File: config.mk
export PLATFORM = sky130hd
export DESIGN_NAME = octave_scheduler_flat
export DESIGN_NICKNAME = d
export VERILOG_FILES = /design/src/rtl/dft_pkg.sv /design/src/rtl/octave_scheduler_if.sv /design/src/rtl/octave_decimator.sv /design/src/rtl/octave_scheduler.sv /design/src/flat_wrapper.sv
export SDC_FILE = /design/constraint.sdc
export NUM_CORES = 1
export LEC_CHECK = 0
export CORE_MARGIN = 2
export CORE_UTILIZATION = 45
export DETAILED_ROUTE_END_ITERATION = 8
export MAX_ROUTING_LAYER = met4
export PLACE_DENSITY = 0.8
export SYNTH_ARGS = -nofsm -noshare
export SYNTH_HDL_FRONTEND = slang
export SYNTH_SLANG_ARGS = --single-unit
File: constraint.sdc
create_clock -name clk -period 2.7 [get_ports clk]
set_input_delay 0.405 -clock clk [delete_from_list [all_inputs] [get_ports clk]]
set_output_delay 0.405 -clock clk [all_outputs]
set_load 0.02 [all_outputs]
File: src/rtl/dft_pkg.sv
// Shared definitions for the sliding-DFT octave datapath: sequencer states,
// operation codes and the default octave/bin geometry.
package dft_pkg;

    typedef enum logic [2:0] {
        IDLE  = 3'd0,
        WRITE = 3'd1,
        SUB   = 3'd2,
        ADD   = 3'd3,
        DONE  = 3'd4
    } sched_state_t;

    localparam logic OP_SUB = 1'b0;
    localparam logic OP_ADD = 1'b1;

    localparam int DFT_OCT  = 5;
    localparam int DFT_BINS = 24;
    localparam int DFT_OCW  = 8;

    // Index width that stays at least one bit for degenerate counts.
    function automatic int idx_width(input int n);
        return (n > 1) ? $clog2(n) : 1;
    endfunction

endpackage

File: src/rtl/octave_scheduler_if.sv
// Sample handshake and datapath-control bundle between the sample source,
// the octave scheduler and the trig-table/MAC datapath.
interface octave_scheduler_if #(
    parameter int OCT  = 5,
    parameter int BINS = 24,
    parameter int OCW  = 8
);
    import dft_pkg::*;

    localparam int OW = idx_width(OCT);
    localparam int BW = idx_width(BINS);

    logic            sampleReady;
    logic            sampleAccept;
    logic            writeSample;
    logic [OCT-1:0]  enableOctaves;
    logic [OW-1:0]   octave;
    logic [BW-1:0]   bin;
    logic            operation;
    logic            doCalculations;
    logic            finishedProcessing;
    logic            busy;
    logic [OCW-1:0]  overrunCount;

    modport master (
        output sampleReady,
        input  sampleAccept, writeSample, enableOctaves, octave, bin, operation,
        input  doCalculations, finishedProcessing, busy, overrunCount
    );

    modport slave (
        input  sampleReady,
        output sampleAccept, writeSample, enableOctaves, octave, bin, operation,
        output doCalculations, finishedProcessing, busy, overrunCount
    );

endinterface

File: src/rtl/octave_decimator.sv
// Sample counter and octave-enable mask: octave k runs on every 2^k-th sample,
// matching the decimated sample storage.
module octave_decimator
    import dft_pkg::*;
#(
    parameter int OCT = DFT_OCT
) (
    input  logic           clk,
    input  logic           rst,
    input  logic           advance,
    input  logic           latch,
    output logic [OCT-1:0] enableOctaves
);

    localparam int IW = OCT - 1;

    logic [IW-1:0]  idx_r;
    logic [OCT-1:0] mask_r;

    // Octave k is enabled when the low k index bits are all ones.
    function automatic logic [OCT-1:0] octave_mask(input logic [IW-1:0] idx);
        logic [OCT-1:0] m;
        m = {{(OCT-1){1'b0}}, 1'b1};
        for (int k = 1; k < OCT; k++) begin
            m[k] = m[k-1] & idx[k-1];
        end
        return m;
    endfunction

    // Sample index and mask; mask is taken at accept so it is valid during WRITE.
    always_ff @(posedge clk or negedge rst) begin
        if (!rst) begin
            idx_r  <= {IW{1'b0}};
            mask_r <= {OCT{1'b0}};
        end else begin
            if (latch) begin
                mask_r <= octave_mask(idx_r);
            end
            if (advance) begin
                idx_r <= idx_r + IW'(1'b1);
            end
        end
    end

    assign enableOctaves = mask_r;

endmodule

File: src/rtl/octave_scheduler.sv
// Merged octave sequencer: per sample, WRITE then SUB/ADD bin sweeps over each
// enabled octave, then DONE. Optional overrun counter under DFT_OVERRUN_COUNT_EN.
module octave_scheduler
    import dft_pkg::*;
#(
    parameter int OCT  = DFT_OCT,
    parameter int BINS = DFT_BINS,
    parameter int OCW  = DFT_OCW
) (
    input  logic                clk,
    input  logic                rst,
    octave_scheduler_if.slave   bus
);

    localparam int OW = idx_width(OCT);
    localparam int BW = idx_width(BINS);
    localparam logic [BW-1:0] BIN_LAST = BW'(BINS - 1);

    sched_state_t   state_r;
    logic [OW-1:0]  octave_r;
    logic [BW-1:0]  bin_r;
    logic           op_r;
    logic           write_r;
    logic           calc_r;
    logic           fin_r;
    logic           busy_r;
    logic           accept_s;
    logic           next_found_s;
    logic [OW-1:0]  next_octave_s;
    logic [OCT-1:0] mask_s;

    // Accept is gated by reset so every output reads 0 while rst is low.
    assign accept_s = rst && (state_r == IDLE) && bus.sampleReady;

    octave_decimator #(.OCT(OCT)) u_decimator (
        .clk           (clk),
        .rst           (rst),
        .advance       (state_r == DONE),
        .latch         (accept_s),
        .enableOctaves (mask_s)
    );

    // Lowest enabled octave above the current one; descending scan keeps the lowest.
    always_comb begin
        next_found_s  = 1'b0;
        next_octave_s = octave_r;
        for (int k = OCT - 1; k >= 0; k--) begin
            if ((k > int'(octave_r)) && mask_s[k]) begin
                next_found_s  = 1'b1;
                next_octave_s = OW'(k);
            end else begin
                next_found_s  = next_found_s;
            end
        end
    end

    // Sequencer FSM with registered control outputs.
    always_ff @(posedge clk or negedge rst) begin
        if (!rst) begin
            state_r  <= IDLE;
            octave_r <= {OW{1'b0}};
            bin_r    <= {BW{1'b0}};
            op_r     <= OP_SUB;
            write_r  <= 1'b0;
            calc_r   <= 1'b0;
            fin_r    <= 1'b0;
            busy_r   <= 1'b0;
        end else begin
            case (state_r)
                IDLE: begin
                    if (bus.sampleReady) begin
                        state_r <= WRITE;
                        write_r <= 1'b1;
                        busy_r  <= 1'b1;
                    end
                end
                WRITE: begin
                    state_r  <= SUB;
                    write_r  <= 1'b0;
                    calc_r   <= 1'b1;
                    op_r     <= OP_SUB;
                    octave_r <= {OW{1'b0}};
                    bin_r    <= {BW{1'b0}};
                end
                SUB: begin
                    if (bin_r == BIN_LAST) begin
                        bin_r   <= {BW{1'b0}};
                        op_r    <= OP_ADD;
                        state_r <= ADD;
                    end else begin
                        bin_r <= bin_r + BW'(1'b1);
                    end
                end
                ADD: begin
                    if (bin_r == BIN_LAST) begin
                        bin_r <= {BW{1'b0}};
                        if (next_found_s) begin
                            octave_r <= next_octave_s;
                            op_r     <= OP_SUB;
                            state_r  <= SUB;
                        end else begin
                            calc_r  <= 1'b0;
                            fin_r   <= 1'b1;
                            state_r <= DONE;
                        end
                    end else begin
                        bin_r <= bin_r + BW'(1'b1);
                    end
                end
                DONE: begin
                    fin_r   <= 1'b0;
                    busy_r  <= 1'b0;
                    state_r <= IDLE;
                end
                default: begin
                    state_r <= IDLE;
                    write_r <= 1'b0;
                    calc_r  <= 1'b0;
                    fin_r   <= 1'b0;
                    busy_r  <= 1'b0;
                end
            endcase
        end
    end

`ifdef DFT_OVERRUN_COUNT_EN
    logic [OCW-1:0] overrun_r;
    logic           dropped_s;

    assign dropped_s = bus.sampleReady && (state_r != IDLE);

    // Saturating count of strobes that arrived while a sample was in flight.
    always_ff @(posedge clk or negedge rst) begin
        if (!rst) begin
            overrun_r <= {OCW{1'b0}};
        end else if (dropped_s && (overrun_r != {OCW{1'b1}})) begin
            overrun_r <= overrun_r + OCW'(1'b1);
        end else begin
            overrun_r <= overrun_r;
        end
    end

    assign bus.overrunCount = overrun_r;
`else
    assign bus.overrunCount = {OCW{1'b0}};
`endif

    assign bus.sampleAccept       = accept_s;
    assign bus.writeSample        = write_r;
    assign bus.enableOctaves      = mask_s;
    assign bus.octave             = octave_r;
    assign bus.bin                = bin_r;
    assign bus.operation          = op_r;
    assign bus.doCalculations     = calc_r;
    assign bus.finishedProcessing = fin_r;
    assign bus.busy               = busy_r;

endmodule

File: src/flat_wrapper.sv
// flat-port wrapper written by rule: the top's interface ports become plain ports
module octave_scheduler_flat import dft_pkg::*;
#(
    parameter int OCT  = DFT_OCT,
    parameter int BINS = DFT_BINS,
    parameter int OCW  = DFT_OCW
)
  (clk, rst, bus_sampleReady, bus_sampleAccept, bus_writeSample, bus_enableOctaves, bus_octave, bus_bin, bus_operation, bus_doCalculations, bus_finishedProcessing, bus_busy, bus_overrunCount);
  octave_scheduler_if #(.OCT(OCT), .BINS(BINS), .OCW(OCW)) bus_i ();
  input  logic clk;
  input  logic rst;
  input wire logic [$bits(bus_i.sampleReady)-1:0] bus_sampleReady;
  output wire logic [$bits(bus_i.sampleAccept)-1:0] bus_sampleAccept;
  output wire logic [$bits(bus_i.writeSample)-1:0] bus_writeSample;
  output wire logic [$bits(bus_i.enableOctaves)-1:0] bus_enableOctaves;
  output wire logic [$bits(bus_i.octave)-1:0] bus_octave;
  output wire logic [$bits(bus_i.bin)-1:0] bus_bin;
  output wire logic [$bits(bus_i.operation)-1:0] bus_operation;
  output wire logic [$bits(bus_i.doCalculations)-1:0] bus_doCalculations;
  output wire logic [$bits(bus_i.finishedProcessing)-1:0] bus_finishedProcessing;
  output wire logic [$bits(bus_i.busy)-1:0] bus_busy;
  output wire logic [$bits(bus_i.overrunCount)-1:0] bus_overrunCount;
  assign bus_i.sampleReady = bus_sampleReady;
  assign bus_sampleAccept = bus_i.sampleAccept;
  assign bus_writeSample = bus_i.writeSample;
  assign bus_enableOctaves = bus_i.enableOctaves;
  assign bus_octave = bus_i.octave;
  assign bus_bin = bus_i.bin;
  assign bus_operation = bus_i.operation;
  assign bus_doCalculations = bus_i.doCalculations;
  assign bus_finishedProcessing = bus_i.finishedProcessing;
  assign bus_busy = bus_i.busy;
  assign bus_overrunCount = bus_i.overrunCount;
  octave_scheduler #(.OCT(OCT), .BINS(BINS), .OCW(OCW)) u_core (.clk(clk), .rst(rst), .bus(bus_i));
endmodule
Yosys cells after proc, flatten, opt, wreduce, memory -nomap -nowiden
Cells that the tools add are included.
Storage, ports and cells
  bits in registers: 25
  output and inout bits: 27
  logic and storage cells: 87
Operators by class
  add/sub/neg operators: 2
  order comparisons: 4
  equal/unequal tests: 11
  multiplexer cells: 31
  bitwise logic cells: 7
  reductions and logical operators: 22
Operators by type and width (number)
  $mux 3: 10
  $mux 1: 12
  $pmux 3 s4: 1
  $reduce_or 3->1: 4
  $pmux 5 s2: 1
  $reduce_and 3->1: 3
  $reduce_and 4->1: 2
  $eq 3x2->1 const B: 2
  $gt 2x3->1 const A: 2
  $logic_and 1x1->1: 6
  $ne 2x1->1 const B: 3
  $pmux 1 s2: 3
  $pmux 1 s3: 2
  $pmux 3 s2: 1
  $add 5x1->5 const B: 1
  $eq 5x5->1 const B: 1
  $mux 5: 1
  $ne 5x1->1 const B: 1
  $add 4x1->4 const B: 1
  $ne 2x2->1 const B: 2
  $not 1->1: 4
  $reduce_and 2->1: 2
  $reduce_bool 2->1: 2
  $and 1x1->1: 3
  other kinds (7): 7

Depth between registers and ports, before layout
Gate-level depths: netlist (run 1).
  depth after elaboration: 9
  depth in mapped cells: 5
  mapped depth without buffers: 5

Hierarchy
A second synthesis (run 1) with hierarchy kept.
Second synthesis, totals
  cells, all modules: 126
  area total of the unflattened synthesis: 1297.5 sq um
By module, submodules not included
  octave_scheduler: times used 1, cells each 103, area each 947.2 sq um, seq. area each 400.4 sq um
  octave_decimator: times used 1, cells each 23, area each 350.3 sq um, seq. area each 225.2 sq um

Worst setup path before layout (run 1)
Ideal clock, no wire load.
  path kind: register to register
  start point: reg u_core.bin_r[0], in the netlist u_core.bus.bin[0]
  end point: reg u_core.octave_r[0], in the netlist u_core.bus.octave[0]
  library setup time: 131 ps
  arrival time: 1333 ps
  data required time: 2569 ps
  slack: 1236 ps
  stages on the path, launching flop included: 5
  clock period less this slack: 1464 ps
  cells stage by stage: dfrtp_1 > ha_1 > nand4b_1 > o41ai_1 > a2bb2oi_1
Between the ends
  cells in the longest elaborated chain, start to end: 3
RTL lines
  start: declaration: RTL line octave_scheduler.sv:21  | logic [BW-1:0] bin_r;
  start signal: assignment: RTL line octave_scheduler.sv:62  | bin_r <= {BW{1'b0}};
  start signal: assignment: RTL line octave_scheduler.sv:83  | bin_r <= {BW{1'b0}};
  start signal: assignment: RTL line octave_scheduler.sv:87  | bin_r <= {BW{1'b0}};
  $eq 5x5->1: RTL line octave_scheduler.sv:95  | if (bin_r == BIN_LAST) begin
  $ne 2x1->1 (no source line)
  $reduce_and 4->1 (no source line)
  end signal: assignment: RTL line octave_scheduler.sv:61  | octave_r <= {OW{1'b0}};
  end signal: assignment: RTL line octave_scheduler.sv:82  | octave_r <= {OW{1'b0}};
  end signal: assignment: RTL line octave_scheduler.sv:98  | octave_r <= next_octave_s;
  end: declaration: RTL line octave_scheduler.sv:20  | logic [OW-1:0] octave_r;
No other way between the ends.
A chain may end at the register's enable or synchronous reset.

Final worst setup path (run 1)
  start point: reg u_core.state_r[1]
  end point: out bus_sampleAccept
Between the ends
  cells in the longest elaborated chain, start to end: 3
RTL lines
  start: declaration: RTL line octave_scheduler.sv:19  | sched_state_t state_r;
  start signal: assignment: RTL line octave_scheduler.sv:60  | state_r <= IDLE;
  start signal: assignment: RTL line octave_scheduler.sv:72  | state_r <= WRITE;
  start signal: assignment: RTL line octave_scheduler.sv:78  | state_r <= SUB;
  $logic_not 3->1: RTL line octave_scheduler.sv:33  | assign accept_s = rst && (state_r == IDLE) && bus.sampleReady;
  $logic_and 1x1->1 (2 in series): RTL line octave_scheduler.sv:33
  end: declaration: RTL line flat_wrapper.sv:13  | output wire logic [$bits(bus_i.sampleAccept)-1:0] bus_sampleAccept;
No other way between the ends.

==> run_results.csv, run 1 <==
group,metric,value,unit
setup_path,timing_worst_setup_path_type,"flip-flop to output port",
synth,number_of_synthesized_flops_with_an_enable_pin,0,
cts,cts.repair_timing.setup_buffer_count,0,
synth,yosys.cell_count.top_type,"sky130_fd_sc_hd__dfrtp_1",
setup_path,critical_path.n_buffers_inverters,2,
synth,synth_cells,125,
synth,synth_async_sr_flop_share,100,%
timing,min_period,2450,ps
setup_path,top_cell_family_by_delay_on_the_critical_path,"buffers and inverters",
cts,tritoncts_num_sinks,25,
detailed_routing,drt_pre_antenna_iters,6,
outcome,violated_checks,"design-rule violations",
setup_path,crit_arrival,2050,ps
die,floorplan.die_area,3440,µm²
timing,maxClockFrequency,408,MHz
synth,postSynth.topFlopCell,"sky130_fd_sc_hd__dfrtp_1",
timing,setup_slack,246,ps
placed_design,dp.final_hpwl,2.03,mm
setup_path,crit_path_max_fanout,16,
outcome,run_status,"finished with violations",
synth,yosys.area.top_type_share,46.5,%
layout,n_fill_cell,251,
die,die_height,58.7,µm
die,floorplan.die.width,58.7,µm
timing,finClkSkew,1.33,ps
global_route,maximum_number_of_pins_on_one_net_before_global_route_repair,26,
detailed_routing,detail-route-antenna-nets,0,
timing,tns,0,ps
die,rows,19,
global_route,first_global_vias,999,
cts,tritoncts.num_buffers,3,
global_route,antenna_found_initial,0,
detailed_routing,detail_route.drc_violations,2,
layout,antenna-diode-count,0,
cts,ctsLongestPathBuffers,2,
die,initial_utilization,47.9,%
layout,final_layout_size_suffix_gt1_share,14.3,%
setup_path,required_time_reported_for_the_critical_path_endpoint,2300,ps
pwr,total_leakage_power,0.694,nW
synth,synth_seq_area_share,46.5,%
cts,cts_resized,0,
setup_path,critical_path.cell_chain,"nor2_4 > nand4_4 > inv_1 > clkdlybuf4s50_1",
synth,yosys_warnings,0,
timing,slew_headroom,61.2,%
placed_design,setup_slack_at_placement,434,ps
timing,finalSetupViolCount,0,
timing,worst_slew_pin_slew,581,ps
cts,holdBufCountCts,0,
synth,ys_seq_elements,25,
setup_path,setup.reg_to_reg.worst_slack,1120,ps
synth,post_synth_main_area_contributors,"sky130_fd_sc_hd__dfrtp_1 (47%), sky130_fd_sc_hd__mux2_2 (5.9%), sky130_fd_sc_hd__buf_4 (5.6%)",
setup_path,cp_slowest_cell,"sky130_fd_sc_hd__dfrtp_1",
setup_path,timing.critical_path.to_type,"output port",
detailed_routing,drt-total-wl,2.69,mm
cts,cts_root_buffer,"sky130_fd_sc_hd__clkbuf_4",
timing,rsz_0062_raised_after_global_routing,"no",
cts,tritoncts,"done",
placed_design,routabilityCongestion,0.872,
setup_path,crit_path_max_incr_delay,610,ps
cts,htree_num_levels,1,
die,ios,30,
placed_design,numPortBuffers,21,
setup_path,worst_setup_path_start_kind,"flip-flop",
pwr,vdd_ir_drop_max,0.281,mV
layout,layout-area-overhead-vs-synth,17.0,%
layout,design.final.nets,154,
synth,commonest_cells_in_the_netlist,"sky130_fd_sc_hd__dfrtp_1 (25), sky130_fd_sc_hd__nand2_1 (11), sky130_fd_sc_hd__buf_4 (10)",
synth,ys_types,44,
pwr,cellPowerDensity,359,nW/µm²
cts,worst_skew_pair.late_latency,310,ps
detailed_routing,route.detailed.wl_per_inst,15.1,µm
timing,slew_viol_final,0,
synth,syn-mean-instance-area,10.8,µm²
global_route,wire_length_of_the_first_global_routing_pass,4.61,mm
detailed_routing,vias,1039,
global_route,global_route.overflow_total,0,
global_route,grtUsageTotal,18.3,%
timing,final_hold_viol_count,0,
detailed_routing,post_drt_via_cell_ratio,5.84,
die,fp.coreArea,2810,µm²
timing,period_share,90.9,%
detailed_routing,number_of_drc_markers_after_the_initial_detailed_route_iteration,50,
cts,clkSlewWorstSetupHoldPaths,130,ps
job,max-cap-violations,0,
min_path,hold_path.class,"flip-flop to flip-flop",
synth,synth.cell_area,1350,µm²
synth,post-synth-top-area-cell,"sky130_fd_sc_hd__dfrtp_1",
kinds of logic (layout without fill, tap and decap cells):
logic type	Yosys count	in the layout	share of synthesized area [%]
AND/OR/NAND/NOR	38	38	17.4
AO/OA/AOI/OAI	32	32	17.8
flip-flops	25	25	46.5
buffers and inverters	16	31	7.35
multiplexers	8	8	6.61
adder cells (fa/ha/maj)	3	3	2.79
XOR/XNOR	2	2	1.30
other	1	8	0.279
power by group:
| part | total [mW] | internal, mW | switching [mW] |
|---|---|---|---|
| logic | 0.0246 | 0.00483 | 0.0198 |
| registers | 0.374 | 0.374 | 0 |
| clock network | 0.165 | 0.0577 | 0.108 |
| total | 0.564 | 0.437 | 0.127 |
sequential cells by signal, summed over array words and instances, names as in the netlist:
register and cells:
u_core.bus.finishedProcessing 1, u_core.bus.busy 1, u_core.bus.doCalculations 1, u_core.u_decimator.idx_r 4, u_core.bus.octave 3, u_core.bus.bin 5, u_core.bus.operation 1, u_core.state_r 3
u_core.u_decimator.enableOctaves 5, u_core.bus.writeSample 1
layer usage:
metal | part of all wire, % | vias up | routed length (µm) | global-route usage, %
li1 | - | 483 | - | -
met1 | 44 | 519 | 1170 | 24.4
met2 | 51 | 35 | 1360 | 29.1
met3 | 5.1 | 2 | 136 | 2.64
met4 | 0.48 | 0 | 13 | 6.17
met5 | 0 | - | 0 | -
final cells by class:
cell class	count	area, µm²	area share (%)
Multi-Input combinational cell	91	647	41.1
Sequential cell	25	626	39.7
Timing Repair Buffer	22	218	13.8
Tap cell	31	38.8	2.46
Clock buffer	4	26.3	1.67
Inverter	5	18.8	1.19
placed cells by master, fill, tap and decap left out, drive strengths merged, types with 2 or more instances in the layout:
| cell type | instances |
|---|---|
| nor2 | 8 |
| nor3 | 3 |
| a21boi | 3 |
| conb | 8 |
| nor3b | 2 |
| o22a | 2 |
| a21oi | 6 |
| clkbuf | 4 |
| o21ai | 5 |
| nor2b | 3 |
| nand2 | 11 |
| nand4 | 3 |
| o211ai | 3 |
| a22o | 3 |
| mux2 | 7 |
| nor4b | 2 |
| clkdlybuf4s50 | 21 |
| nand2b | 2 |
| inv | 5 |
| nand3 | 2 |
| dfrtp | 25 |
| ha | 3 |
metrics by stage:
stage / util [%] / power [mW] / hold slack [ps] / area, µm² / std cells
after floorplan: - / 0.402 / 109 / 1370 / 132
after global placement: 55.2 / 0.406 / 453 / 1550 / 174
after detailed placement: 55.2 / 0.407 / 451 / 1550 / 174
after CTS: 56.1 / 0.571 / 491 / 1570 / 178
after global routing: 56.1 / 0.587 / 513 / 1570 / 178
final: 56.1 / 0.564 / 490 / 1570 / 178
path summary, 6_finish.rpt:
check / depth (start not counted) / start / to
max: 4 / u_core.state_r[1] / bus_sampleAccept
min: 1 / u_core.u_decimator.enableOctaves[0] / u_core.u_decimator.enableOctaves[0]
max reg2reg: 4 / u_core.bus.bin[0] / u_core.bus.octave[0]
min reg2reg: 1 / u_core.u_decimator.enableOctaves[0] / u_core.u_decimator.enableOctaves[0]
max in group asynchronous: 2 / rst / u_core.state_r[1]
min in group asynchronous: 2 / rst / u_core.u_decimator.enableOctaves[0]
Note: power is estimated with default switching activity, not from simulation.
==> run 2, diff against run 1 <==
--- a/config.mk
+++ b/config.mk
@@ -10,6 +10,7 @@
 export DETAILED_ROUTE_END_ITERATION = 8
 export MAX_ROUTING_LAYER = met4
 export PLACE_DENSITY = 0.8
+export SLEW_MARGIN = 20
 export SYNTH_ARGS = -nofsm -noshare
 export SYNTH_HDL_FRONTEND = slang
 export SYNTH_SLANG_ARGS = --single-unit
==> results of run 2 <==
No change in the layout: final DEF, timing and power equal those of run 1.
